==> src/rtl/mem_subsystem.sv <==
// 32 x 8 single-port storage array for the memory tester bus.
// Single-cycle read/write commands; read data is returned on a registered output.
module mem_subsystem #(
  parameter int ADDR_WIDTH = 5,
  parameter int DATA_WIDTH = 8
) (
  input  logic                  clk,
  input  logic                  rst,
  input  logic                  read,
  input  logic                  write,
  input  logic [ADDR_WIDTH-1:0] addr,
  input  logic [DATA_WIDTH-1:0] data_in,
  output logic [DATA_WIDTH-1:0] data_out
);

  localparam int DEPTH = 2 ** ADDR_WIDTH;

  logic [DATA_WIDTH-1:0] mem_q [DEPTH];
  logic [DATA_WIDTH-1:0] data_q;
  logic [DATA_WIDTH-1:0] data_d;
  logic                  rd_en;
  logic                  wr_en;

  // Read and write together, or any unknown on either command, decode as no-op.
  always_comb begin
    rd_en = 1'b0;
    wr_en = 1'b0;
    if ((read == 1'b1) && (write == 1'b0)) rd_en = 1'b1;
    if ((write == 1'b1) && (read == 1'b0)) wr_en = 1'b1;
  end

  always_comb begin
    data_d = data_q;
    if (rd_en) data_d = mem_q[addr];
  end

  always_ff @(posedge clk) begin
    if (rst) begin
      for (int i = 0; i < DEPTH; i++) mem_q[i] <= '0;
      data_q <= '0;
    end else begin
      if (wr_en) mem_q[addr] <= data_in;
      data_q <= data_d;
    end
  end

  assign data_out = data_q;

endmodule

==> config.mk <==
export PLATFORM = sky130hd
export DESIGN_NAME = mem_subsystem
export DESIGN_NICKNAME = d
export VERILOG_FILES = /design/src/rtl/mem_subsystem.sv
export SDC_FILE = /design/constraint.sdc
export NUM_CORES = 1
export LEC_CHECK = 0
export CAP_MARGIN = 30
export CORE_ASPECT_RATIO = 1.75
export CORE_MARGIN = 2
export CORE_UTILIZATION = 44
export CTS_CLUSTER_DIAMETER = 40
export DETAILED_ROUTE_END_ITERATION = 6
export PLACE_DENSITY_LB_ADDON = 0.08
export SETUP_SLACK_MARGIN = 0.15
export SLEW_MARGIN = 20
export SYNTH_ARGS = -nofsm -noshare
export SYNTH_HDL_FRONTEND = slang
export SYNTH_SLANG_ARGS = --single-unit
export TNS_END_PERCENT = 10
==> constraint.sdc <==
create_clock -name clk -period 5.1 [get_ports clk]
set_input_delay 0.765 -clock clk [delete_from_list [all_inputs] [get_ports clk]]
set_output_delay 0.765 -clock clk [all_outputs]
set_load 0.01 [all_outputs]
==> results, run 1 <==
- The flow ran to the end, and the final reports show no timing, DRC or antenna violations.
- The fraction of the mapped netlist area in adder cells is 0.
- The number of nets at the end of the flow is 877.
- The initial core utilization is 0.4455.
- The layout has approximately 2.5k filler cells.
- The core footprint is 27770 µm².
- Between clock sinks in the finished design, the worst skew comes to roughly 0.011 ns.
- The via count of the first global-routing pass came to 7421.
- The reported net switching power is 0.001201 W.
- At the worst endpoint, the arrival time is 3.33 ns.
- The placed wire-length estimate after detailed placement is roughly 22000 µm.
- Setup repair after global routing left no endpoint under its margin.
- The first detailed-routing pass ran for 5 iterations.
- Of the cells placed in the final design, the portion with a size suffix greater than 1 is 0.1893.
- The placement row count is 81.
- The first global-routing pass estimated ~50000 µm of wire.
- The initial antenna violation count was 0.
- The area share of and/or/nand/nor cells after synthesis is 0.1879.
- The endpoint of the worst hold path is data_out[7]$_SDFFE_PP0P_.
- The total power is 0.004982 W.
- The share of the Yosys chip area taken by registers is 0.6343.
- The number of gates resized after CTS was 0.
- Counting along the longest clock path gives a buffer depth of 3.
- The residual DRC count is 0.
- The floorplan step set the die height to around 230 µm.
- The register-to-register path setup slack is 3.28 ns.
- The summed instance area of the synthesized netlist is 12370 µm².
- The dominant combinational cell family by area after synthesis is simple AND/OR/NAND/NOR gates.
- The maximum level of the CTS H-tree is 1.
- Walking the worst path, the cells encountered are clkdlybuf4s50_1 -> or3b_1 -> nor2_1 -> or2_2.
- The proportion of power drawn by flip-flops and latches is 0.509.
- The number of synthesis warnings is 0.
- The worst reg2reg path depth is 4.
- The part of the cycle the worst path needs is 0.6046.
- The final antenna diode count is 0.
- The die covers 29530 µm².
- The largest net degree at the start of global routing is 41.
- In this run the tool buffered the top-level ports with 24 buffer cells.
- The data required time of the worst path is 5.34 ns.
- The largest individual stage delay along the critical path comes from the cell sky130_fd_sc_hd__clkdlybuf4s50_1.
- Along the worst path, the maximum fanout reaches 21.
- In the routed layout, each cell is associated on average with a via count of 5.674.
- In this run the top signal layer used is met4.
- Of the total power, the clock network draws 0.420.
- The stage delay of the slowest cell on the critical path is 0.91 ns.
- The remaining max-slew budget at the tightest pin is 0.3528.
- The hold violation count in the final report was 0.
- The async set-reset flop share out of synthesis is 0.
- After detailed routing, the total wire length is 33540 µm.
- The root buffer selected by CTS is sky130_fd_sc_hd__clkbuf_16.
- The global placer's final weighted congestion is 0.8793.
- The startpoint identified for the worst register-to-register timing path is mem_q[18][4]$_SDFFCE_PN0P_.
- The number of instances on the worst hold path is 2.
- The synthesized flop and latch total is 264.
- The critical path is of the in2reg type.
- The fraction of the mapped netlist area in compound gates is 0.03540.
- Counting every net in the synthesized netlist gives approximately 870.
- The count of pins over their slew limit is 0.
- The mean area per synthesized cell is 14.54 µm².
- After the first detailed-routing iteration, the DRC count stood at 500.
- The clock tree from TritonCTS is yes.
- Setup total negative slack on the finished layout was measured at 0 ns.
- The kind of end point of the critical path is a register.
- The wire length on met3 is 1660 µm.
- Pin placement for this block handled 25 I/O pins.
- The routed layout has 7121 vias.
- The internal portion of the total power is 0.003781 W.
- The area growth from synthesis to layout is 11.28%.
- The startpoint of the worst hold path is data_out[7]$_SDFFE_PP0P_.
- The total global routing overflow is 0.
- The worst-case IR drop observed on VDD is between 0.0002 and 0.0003 V.
- The terminus of the critical flop-to-flop path is data_out[4]$_SDFFE_PP0P_.
- Based on the critical path, the design can be clocked at up to 324.3 MHz.
- The tool flagged a number of max-cap violations equal to 0.
- Of the total power, the share spent switching nets is 0.2410.
- Clock latency on the worst-skew pair, taken at its later pin, is 0.56 ns.
- In the global route stage, overall resource usage came out at 0.2373.
- The class of the tightest hold or removal check is reg2reg.
- The share of total power in combinational logic is 0.072.
- From left edge to right edge, the die measures 130.8 µm.
- The tightest hold margin is between 0.5 and 0.6 ns.
- Buffers inserted to repair hold after CTS numbered 0.
- The flip-flop cell with the highest count after synthesis is sky130_fd_sc_hd__edfxtp_1.
- The multiplexer share of the synthesized area is 0.1144.
- The clock-pin slew of the registers on the worst-case setup and hold paths is 0.07 ns.
- In this run the post-CTS setup repair buffer count came out at 0.
- The slew of the pin with the lowest slew margin is 0.9678 ns.
- The number of enable-type register cells in the synthesized netlist is 256.
- Clock tree synthesis found a total of 264 sinks.
- STA classifies the critical path startpoint as an input pin.
- For this block, wires on met1 add up to 12210 µm.
- The reported leakage power is 4.758 nW.
- Clock tree synthesis inserted a total of 29 buffers.
- The XOR/XNOR share of the synthesized area is 0.
- After detailed routing, the met2 layer carries 18350 µm of wire.
- Setup violations remaining at the end of the flow were counted as 0.
- The cell count after synthesis came out at 851.
- The smallest clock period supported by the final layout is computed as 3.084 ns.
- The average wire per standard cell is 26.73 µm.
- For this design the ratio of total power to cell area is between 300 and 400 nW/µm².
- The distinct cell type count after synthesis is 56.
- Once detail routing completed, the nets flagged for antenna violations numbered 0.
==> power by group through the flow <==
stage / combinational [W] / sequential, W / clock (W)
after global routing: 0.000376 / 0.00254 / 0.00220
after CTS: 0.000361 / 0.00254 / 0.00212
final: 0.000357 / 0.00254 / 0.00209
after floorplan: 0.000230 / 0.00255 / 0
after global placement: 0.000355 / 0.00258 / 0
after detailed placement: 0.000361 / 0.00258 / 0
==> state kept, by name (all words and copies together) (netlist names) <==
signal    count
data_out      8
mem_q       256
==> critical path, delay by kind of cell <==
family / cells / cell delay [ns]
buffers and inverters: 1 / 0.91
AND/OR/NAND/NOR: 3 / 1.63
==> worst max path at each step <==
stage / to / depth (start not counted) / slack (ns) / from
after detailed placement: mem_q[7][0]$_SDFFCE_PN0P_ / 4 / 1.49 / addr[4]
after floorplan: mem_q[24][0]$_SDFFCE_PN0P_ / 5 / 2.76 / read
after global placement: mem_q[7][6]$_SDFFCE_PN0P_ / 4 / 1.50 / addr[4]
after global routing: mem_q[7][6]$_SDFFCE_PN0P_ / 4 / 1.91 / addr[4]
final: mem_q[7][4]$_SDFFCE_PN0P_ / 4 / 2.02 / addr[4]
after CTS: mem_q[7][0]$_SDFFCE_PN0P_ / 4 / 2.06 / addr[4]
==> cells in the mapped netlist (all sizes together), types with 7 or more instances <==
cell	count	share of area
dfxtp	8	0.013
a22oi	7	0.0042
a21oi	8	0.0032
or2	32	0.016
mux2i	33	0.027
clkbuf	33	0.010
nor3	7	0.0028
and2	256	0.13
o22ai	7	0.0035
nand3	7	0.0028
edfxtp	256	0.62
buf	26	0.017
nor2	45	0.019
mux4	45	0.082
nand2	10	0.0030
==> final cells by class <==
| type | count | area [µm²] | share of cell area |
|---|---|---|---|
| Inverter | 2 | 7.507 | 0.0005453 |
| Clock inverter | 24 | 229.0 | 0.01663 |
| Tap cell | 373 | 466.7 | 0.03390 |
| Sequential cell | 264 | 7848 | 0.5700 |
| Clock buffer | 29 | 725.7 | 0.05271 |
| Timing Repair Buffer | 37 | 312.8 | 0.02272 |
| Multi-Input combinational cell | 526 | 4178 | 0.3035 |
==> per-stage QoR <==
step / setup slack [ns] / instance area (µm²) / instances / util
finish: 2.016 / 13770 / 1255 / 0.4958
global route: 1.914 / 13770 / 1255 / 0.4958
CTS: 2.062 / 13770 / 1255 / 0.4958
detailed placement: 1.488 / 12810 / 1202 / 0.4614
global placement: 1.498 / 12780 / 1201 / 0.4604
floorplan: 2.761 / 12370 / 851 / -
==> placed cells by master (no fill, tap or decap), types with 5 or more instances in the layout <==
| master | count |
|---|---|
| sky130_fd_sc_hd__mux2i_1 | 33 |
| sky130_fd_sc_hd__nor2_1 | 36 |
| sky130_fd_sc_hd__clkdlybuf4s50_1 | 14 |
| sky130_fd_sc_hd__a22oi_1 | 7 |
| sky130_fd_sc_hd__a21oi_1 | 8 |
| sky130_fd_sc_hd__nor3_1 | 7 |
| sky130_fd_sc_hd__and2_1 | 256 |
| sky130_fd_sc_hd__clkbuf_16 | 29 |
| sky130_fd_sc_hd__a31oi_1 | 6 |
| sky130_fd_sc_hd__edfxtp_1 | 256 |
| sky130_fd_sc_hd__or2_2 | 32 |
| sky130_fd_sc_hd__buf_4 | 14 |
| sky130_fd_sc_hd__buf_2 | 8 |
| sky130_fd_sc_hd__nor2_4 | 8 |
| sky130_fd_sc_hd__mux2_2 | 6 |
| sky130_fd_sc_hd__dfxtp_1 | 8 |
| sky130_fd_sc_hd__mux4_2 | 44 |
| sky130_fd_sc_hd__clkinvlp_4 | 5 |
| sky130_fd_sc_hd__o22ai_1 | 7 |
| sky130_fd_sc_hd__inv_6 | 7 |
| sky130_fd_sc_hd__nand2_1 | 10 |
| sky130_fd_sc_hd__nand3_1 | 7 |
==> layer usage <==
metal	global-route usage	vias up
li1	-	3151
met5	0	-
met1	0.2855	3670
met3	0.02203	54
met2	0.4311	246
met4	0.09574	0
==> logic make-up (layout without fill, tap and decap cells) <==
logic type	count (synthesis)	count (layout)
buf+inv	61	92
simple gates	382	382
compound gates	60	60
mux	84	84
flops	264	264
No activity file was read; power rests on OpenSTA's default activity.
==> run 2, diff against run 1 <==
- clock period: 5.1 -> 3.1 ns (I/O delays scaled with it)
==> results, run 2 (synthesized netlist as in run 1, its figures left out) <==
- The flow ran to the end, and the final reports show no timing, DRC or antenna violations.
- The endpoint of the most critical setup path is mem_q[24][3]$_SDFFCE_PN0P_.
- The worst reg2reg path depth is 5.
- The data arrival time of the critical path is 2.47 ns.
- In the final layout, the share of cells above drive strength 1 is 0.2151.
- The die is ~230 µm tall.
- Summed over all layers, the global routing overflow is 0.
- The post-route cell area is roughly 14000 µm².
- The count of buffer and inverter cells on the critical path is 2.
- The part of the cycle the worst path needs is 0.7157.
- In the layout the commonest cells are sky130_fd_sc_hd__and2_1, sky130_fd_sc_hd__edfxtp_1, sky130_fd_sc_hd__buf_4.
- The placement row count is 81.
- Once routing completed, OpenROAD measured the worst setup slack at 0.8814 ns.
- The top achievable clock speed is ~450 MHz.
- The routed design could run at a clock period as short as around 2.2 ns.
- The register with the most flip-flops in the layout has ~260 of them.
- The number of clock sinks is approximately 260.
- The terminus of the critical flop-to-flop path is data_out[3]$_SDFFE_PP0P_.
- In this run the number of H-tree levels came out at 1.
- The hold violation count in the final report is 0.
- Pin placement for this block handled 25 I/O pins.
- On the worst path, the slowest cell contributes a delay of about 0.55 ns.
- The number of maximum-capacitance constraint violations is 0.
- Port buffering added 24 buffers.
- The maximum clock path buffer count is 3.
- The slew of the pin with the lowest slew margin is about 0.86 ns.
- For the final database, setup skew stands at 0.01723 ns.
- The initial antenna violation count was 1.
- The total setup buffers inserted after CTS is 0.
- Dividing the detail-routed via count by the number of cells gives between 5 and 6.
- The tightest min-delay check is of the reg2reg type.
- The detail route stage leaves a number of antenna-violating nets equal to 0.
- The residual DRC count is 0.
- For the worst setup path, the data required time is 3.35 ns.
- Before CTS, the worst setup slack after placement is roughly 0.33 ns.
- The nature of the critical path startpoint is an input pin.
- The number of violations reported at the end of detailed-routing iteration 0 is 626.
- The clock reaches the later pin of the worst-skew pair after 0.56 ns.
- The clock tree from TritonCTS is yes.
- The instance area at placement is between 10000 and 15000 µm².
- Counting the fill cells in the layout gives 2443.
- Walking the worst path, the cells encountered are clkdlybuf4s50_1 -> or3b_1 -> or3_1 -> buf_4 -> nor2_4 -> or2_2.
- The wire length of the first global-routing pass is 49350 µm.
- The via count of the first global-routing pass is 7480.
- The critical path crosses 6 cells after its start point.
- The multi-input gate area in the final layout is 4178 µm².
- The kind of cell adding the most delay to the critical path is simple AND/OR/NAND/NOR gates.
- The root buffer cell chosen for the clock tree is sky130_fd_sc_hd__clkbuf_16.
- The overall via count from detail_route is 7190.
- In this run the power density over the cells is 577.2 nW/µm².
- The critical register-to-register path startpoint is mem_q[19][3]$_SDFFCE_PN0P_.
- Clock tree synthesis inserted a total of 28 buffers.
- The worst pin sits at a relative slew slack of 0.4236.
- The area added between synthesis and finish is 13.22%.
- Setup repair after global routing left no endpoint under its margin.
- The maximum fanout along the worst path is 9.
- At the end of routability-driven placement, the weighted congestion stood at 0.8681.
- The global router's overall resource usage is 0.2364.
- Entering global routing, the biggest net connects 41 pins.
- The die area is 29530 µm².
- For this design, the slowest cell found on the critical path is sky130_fd_sc_hd__clkdlybuf4s50_1.
- The type of the worst setup path is in2reg.
- The count of pins over their slew limit came to 0.
- After clock tree synthesis, the flow added hold-fix buffers numbering 0.
- The register-to-register path setup slack is around 1.3 ns.
- The first TritonRoute pass finished after 6 iterations.
- The clock-pin slew of the registers on the worst-case setup and hold paths is approximately 0.060 ns.
- The kind of end point of the critical path is a register.
- Measured along the x axis, the die boundary spans between 100 and 150 µm.
- Setup violations remaining at the end of the flow were counted as 0.
- The final antenna diode count is 0.
- The start point of the critical path is write.
- For this design the static power due to leakage is 4.924 nW.
- The core footprint is between 20000 and 30000 µm².
- In the final routed layout, each cell accounts on average for approximately 26 µm.
- For the final routed database, the setup TNS stands at 0 ns.
- For this configuration, the core starts out at a cell density of 0.4455.
- The post-cts sizing count is 0.
- The sequential cells in the finished layout cover a total of 7848 µm².
- mem_q holds more flip-flops than any other register.
- The total detailed-routing wirelength is 33740 µm.
- The placed wire-length estimate after detailed placement is around 23000 µm.
- The number of nets at the end of the flow is 914.
- The worst ir drop on vdd is 0.0004240 V.
## run 2: worst min-delay path: stages (launching register included)
cell                       delay [ns]
sky130_fd_sc_hd__dfxtp_1         0.33
sky130_fd_sc_hd__nor2_1          0.10
sky130_fd_sc_hd__a311oi_1        0.05
## run 2: worst min-delay path by stage
stage,slack (ns),startpoint,end,cells after the start
2_1_floorplan,0.51,data_out[3]$_SDFFE_PP0P_,data_out[3]$_SDFFE_PP0P_,2
5_1_grt,0.59,data_out[5]$_SDFFE_PP0P_,data_out[5]$_SDFFE_PP0P_,2
3_3_place_gp,0.52,data_out[7]$_SDFFE_PP0P_,data_out[7]$_SDFFE_PP0P_,2
6_report,0.53,data_out[7]$_SDFFE_PP0P_,data_out[7]$_SDFFE_PP0P_,2
3_5_place_dp,0.52,data_out[7]$_SDFFE_PP0P_,data_out[7]$_SDFFE_PP0P_,2
4_1_cts,0.53,data_out[7]$_SDFFE_PP0P_,data_out[7]$_SDFFE_PP0P_,2
## run 2: cell type report
type | instances | area share
clock inverter | 18 | 0.01286
inverter | 2 | 0.0005360
tap | 373 | 0.03332
timing repair buffer | 75 | 0.04395
clock buffer | 31 | 0.05083
sequential | 264 | 0.5602
multi-input combinational | 526 | 0.2983
## run 2: power breakdown
part	internal (W)	switching [W]	leakage [nW]
registers	0.00409	0.0000738	2.50
logic	0.000233	0.000391	2.00
clock network	0.00184	0.00145	0.429
total	0.00617	0.00192	4.92
## run 2: routing by layer
layer / routed length (µm) / vias up / track usage / part of all wire
li1: - / 3226 / - / -
met1: 12680 / 3662 / 0.2838 / 0.38
met2: 18010 / 231 / 0.4214 / 0.53
met3: 1615 / 71 / 0.03127 / 0.048
met4: 1437 / 0 / 0.09986 / 0.043
met5: 0 / - / 0 / 0
## run 2: metrics by stage
step | total power, W | std cells | hold WS, ns | utilization
3_5_place_dp | 0.004868 | 1240 | 0.5238 | 0.4723
5_1_grt | 0.008292 | 1289 | 0.5869 | 0.5044
3_3_place_gp | 0.004857 | 1240 | 0.5250 | 0.4723
6_report | 0.008085 | 1289 | 0.5314 | 0.5044
2_1_floorplan | 0.004576 | 851 | 0.5105 | -
4_1_cts | 0.008143 | 1289 | 0.5325 | 0.5044
==> run 3, diff against run 2 <==
- clock period: 3.1 -> 2.27 ns (I/O delays scaled with it)
==> results, run 3 (synthesized netlist as in run 1, its figures left out) <==
- The reported leakage power is 5.291 nW.
- The first detailed-routing pass took 5 iterations.
- At the placement stage, the worst setup path has a slack of -0.1691 ns.
- The sequential standard cell area is roughly 7800 µm².
- TritonCTS built the clock tree.
- The root buffer selected by CTS is sky130_fd_sc_hd__clkbuf_16.
- The multi-input combinational cells in the finished layout cover a total of 4178 µm².
- The global placer's final weighted congestion is 0.8875.
- The worst hold path belongs to the class reg2reg.
- STA puts the critical path data required time at roughly 1.9 ns.
- Setup repair after global routing left no endpoint under its margin.
- After detailed routing, the number of remaining DRC violations is 0.
- The core region is approximately 28000 µm².
- The worst-skew pair later-pin latency is 0.57 ns.
- The run finished with clean final reports.
- In the layout the commonest cells are sky130_fd_sc_hd__and2_1, sky130_fd_sc_hd__edfxtp_1, sky130_fd_sc_hd__buf_4.
- At the pin with the least slew margin, the transition time is 0.5561 ns.
- During I/O placement, the number of pins put on the boundary was 25.
- The slowest stage cell on the critical path is sky130_fd_sc_hd__clkdlybuf4s50_1.
- The count of pins over their slew limit is 0.
- The number of maximum-capacitance constraint violations is 0.
- Fill cells in the final layout number approximately 2.4k.
- For this block, the via count after detailed routing is 7286.
- The placed wire-length estimate after detailed placement is 23570 µm.
- Counting along the longest clock path gives a buffer depth of 3.
- In this design, the largest share of critical-path delay is due to buffers and inverters.
- After clock tree synthesis, the clock-pin slew on the worst setup and hold paths is 0.06 ns.
- The busiest metal layer after global routing is met2.
- The worst setup path is captured at an output port.
- Static timing analysis puts the maximum clock frequency at about 520 MHz.
- The maximum fanout along the worst path is 2.
- The vertical die dimension is 225.8 µm.
- The flip-flop count of the largest register after layout is about 260.
- The wire length of the first global-routing pass is slightly below 50000 µm.
- The count of buffer and inverter cells on the critical path is 1.
- The clock net in this run drives a total of between 200 and 300 sinks.
- The number of standard cells in the layout, taps in and fillers out is roughly 1.3k.
- VDD sags by at most 0.0005142 V.
- The count of buffers added on input and output ports is 24.
- Of the available clock period, the critical path in the final layout requires 0.8410.
- For this run, the total global-route usage over all layers was measured as 0.2369.
- For met1 alone, demand over resource in global routing was 0.2660.
- The initial antenna violation count is 0.
- The register bank with the most flops is mem_q.
- The signal on the critical path passes through clkdlybuf4s50_1.
- In the final layout, the share of cells above drive strength 1 is 0.2533.
- After detailed placement, the design holds a cell count of around 1.3k.
- At the end of the flow, the number of nets in the layout was 969.
- The stage delay of the slowest cell on the critical path is 0.58 ns.
- STA classifies the critical path startpoint as a register.
- The clock arrives with ~0.017 ns of skew.
- The largest net degree at the start of global routing is 41.
- After detailed routing, the average wire length per cell comes to 25.05 µm.
- The hold-fix buffer count after cts is 0.
- Buffers added to address setup during post-CTS repair amount to 0.
- The via count of the first global-routing pass is 7777.
- In this run, CTS created clock tree buffers numbering 29.
- Setup violations remaining at the end of the flow were counted as 0.
- The die is 130.8 µm wide.
- The final-layout setup total negative slack is 0 ns.
- In this run the register-to-register setup slack is 0.43 ns.
- After global routing the overflow that remains totals 0.
- The area added between synthesis and finish is 18.38%.
- The hold violation count in the final report was 0.
- Post-CTS repair changed the size of 0 cells.
- For this run, global-route usage on met2 was measured as 0.4259.
- The type of the worst setup path is reg2out.
- Wires add up to 33770 µm.
- The total power density per cell area is roughly 800 nW/µm².
- The final worst-path setup slack is 0.3610 ns.
- The die area is 29530 µm².
- In this run the number of H-tree levels came out at 1.
- The remaining max-slew budget at the tightest pin is 0.6285.
- The remaining antenna violation count after routing is 0.
- The number of violations reported at the end of detailed-routing iteration 0 is approximately 450.
- Dividing the detail-routed via count by the number of cells gives 5.405.
- For the worst setup path, the data arrival time is 1.57 ns.
- In this run the core area contains between 80 and 90 standard-cell rows.
- The met3 global-route usage is 0.03032.
- The shortest clock period the worst path allows after layout is 1.909 ns.
- The number of antenna diodes in the final layout is 0.
- For this configuration, the core starts out at a cell density of 0.4455.
-- run 3: changes by cell type in the layout (fill, tap and decap cells not counted), moves of 3 or more --
cell and delta:
sky130_fd_sc_hd__buf_4 +49, sky130_fd_sc_hd__buf_2 -8, sky130_fd_sc_hd__clkdlybuf4s50_1 +8, sky130_fd_sc_hd__buf_12 +5, sky130_fd_sc_hd__bufinv_16 +3, sky130_fd_sc_hd__clkinvlp_4 -3
sky130_fd_sc_hd__inv_8 +3
-- run 3: cell type report --
class | count | area share
flip-flops and latches | 264 | 0.5358
clock buffers | 33 | 0.05058
multi-input cells | 526 | 0.2853
well taps | 373 | 0.03187
inverters | 2 | 0.0005126
repair buffers | 129 | 0.07672
clock inverters | 21 | 0.01922
-- run 3: final timing paths --
check                                                end                       start  cells after the start
worst min-delay path            data_out[3]$_SDFFE_PP0P_    data_out[3]$_SDFFE_PP0P_                      2
worst max register to register  data_out[3]$_SDFFE_PP0P_  mem_q[12][3]$_SDFFCE_PN0P_                      6
worst min register to register  data_out[3]$_SDFFE_PP0P_    data_out[3]$_SDFFE_PP0P_                      2
worst max-delay path                         data_out[1]    data_out[1]$_SDFFE_PP0P_                      1
-- run 3: power by group --
| group | internal (W) | switching, W |
|---|---|---|
| combinational | 0.000382 | 0.000539 |
| sequential | 0.00559 | 0.000104 |
| clock | 0.00298 | 0.00205 |
-- run 3: metal layers --
metal / share of wire / wire length (µm)
met5: 0 / 0
met4: 0.060 / 2020
met3: 0.044 / 1489
met2: 0.54 / 18090
met1: 0.36 / 12170
-- run 3: through the flow --
stage               hold slack [ns]  cell area (µm²)    util  power, W
floorplan                    0.5105            12370       -  0.006249
global placement             0.4905            13620  0.4906  0.006704
detailed placement           0.4985            13620  0.4906  0.006724
CTS                          0.5105            14650  0.5274   0.01174
global route                 0.5382            14650  0.5274   0.01198
finish                       0.5051            14650  0.5274   0.01164
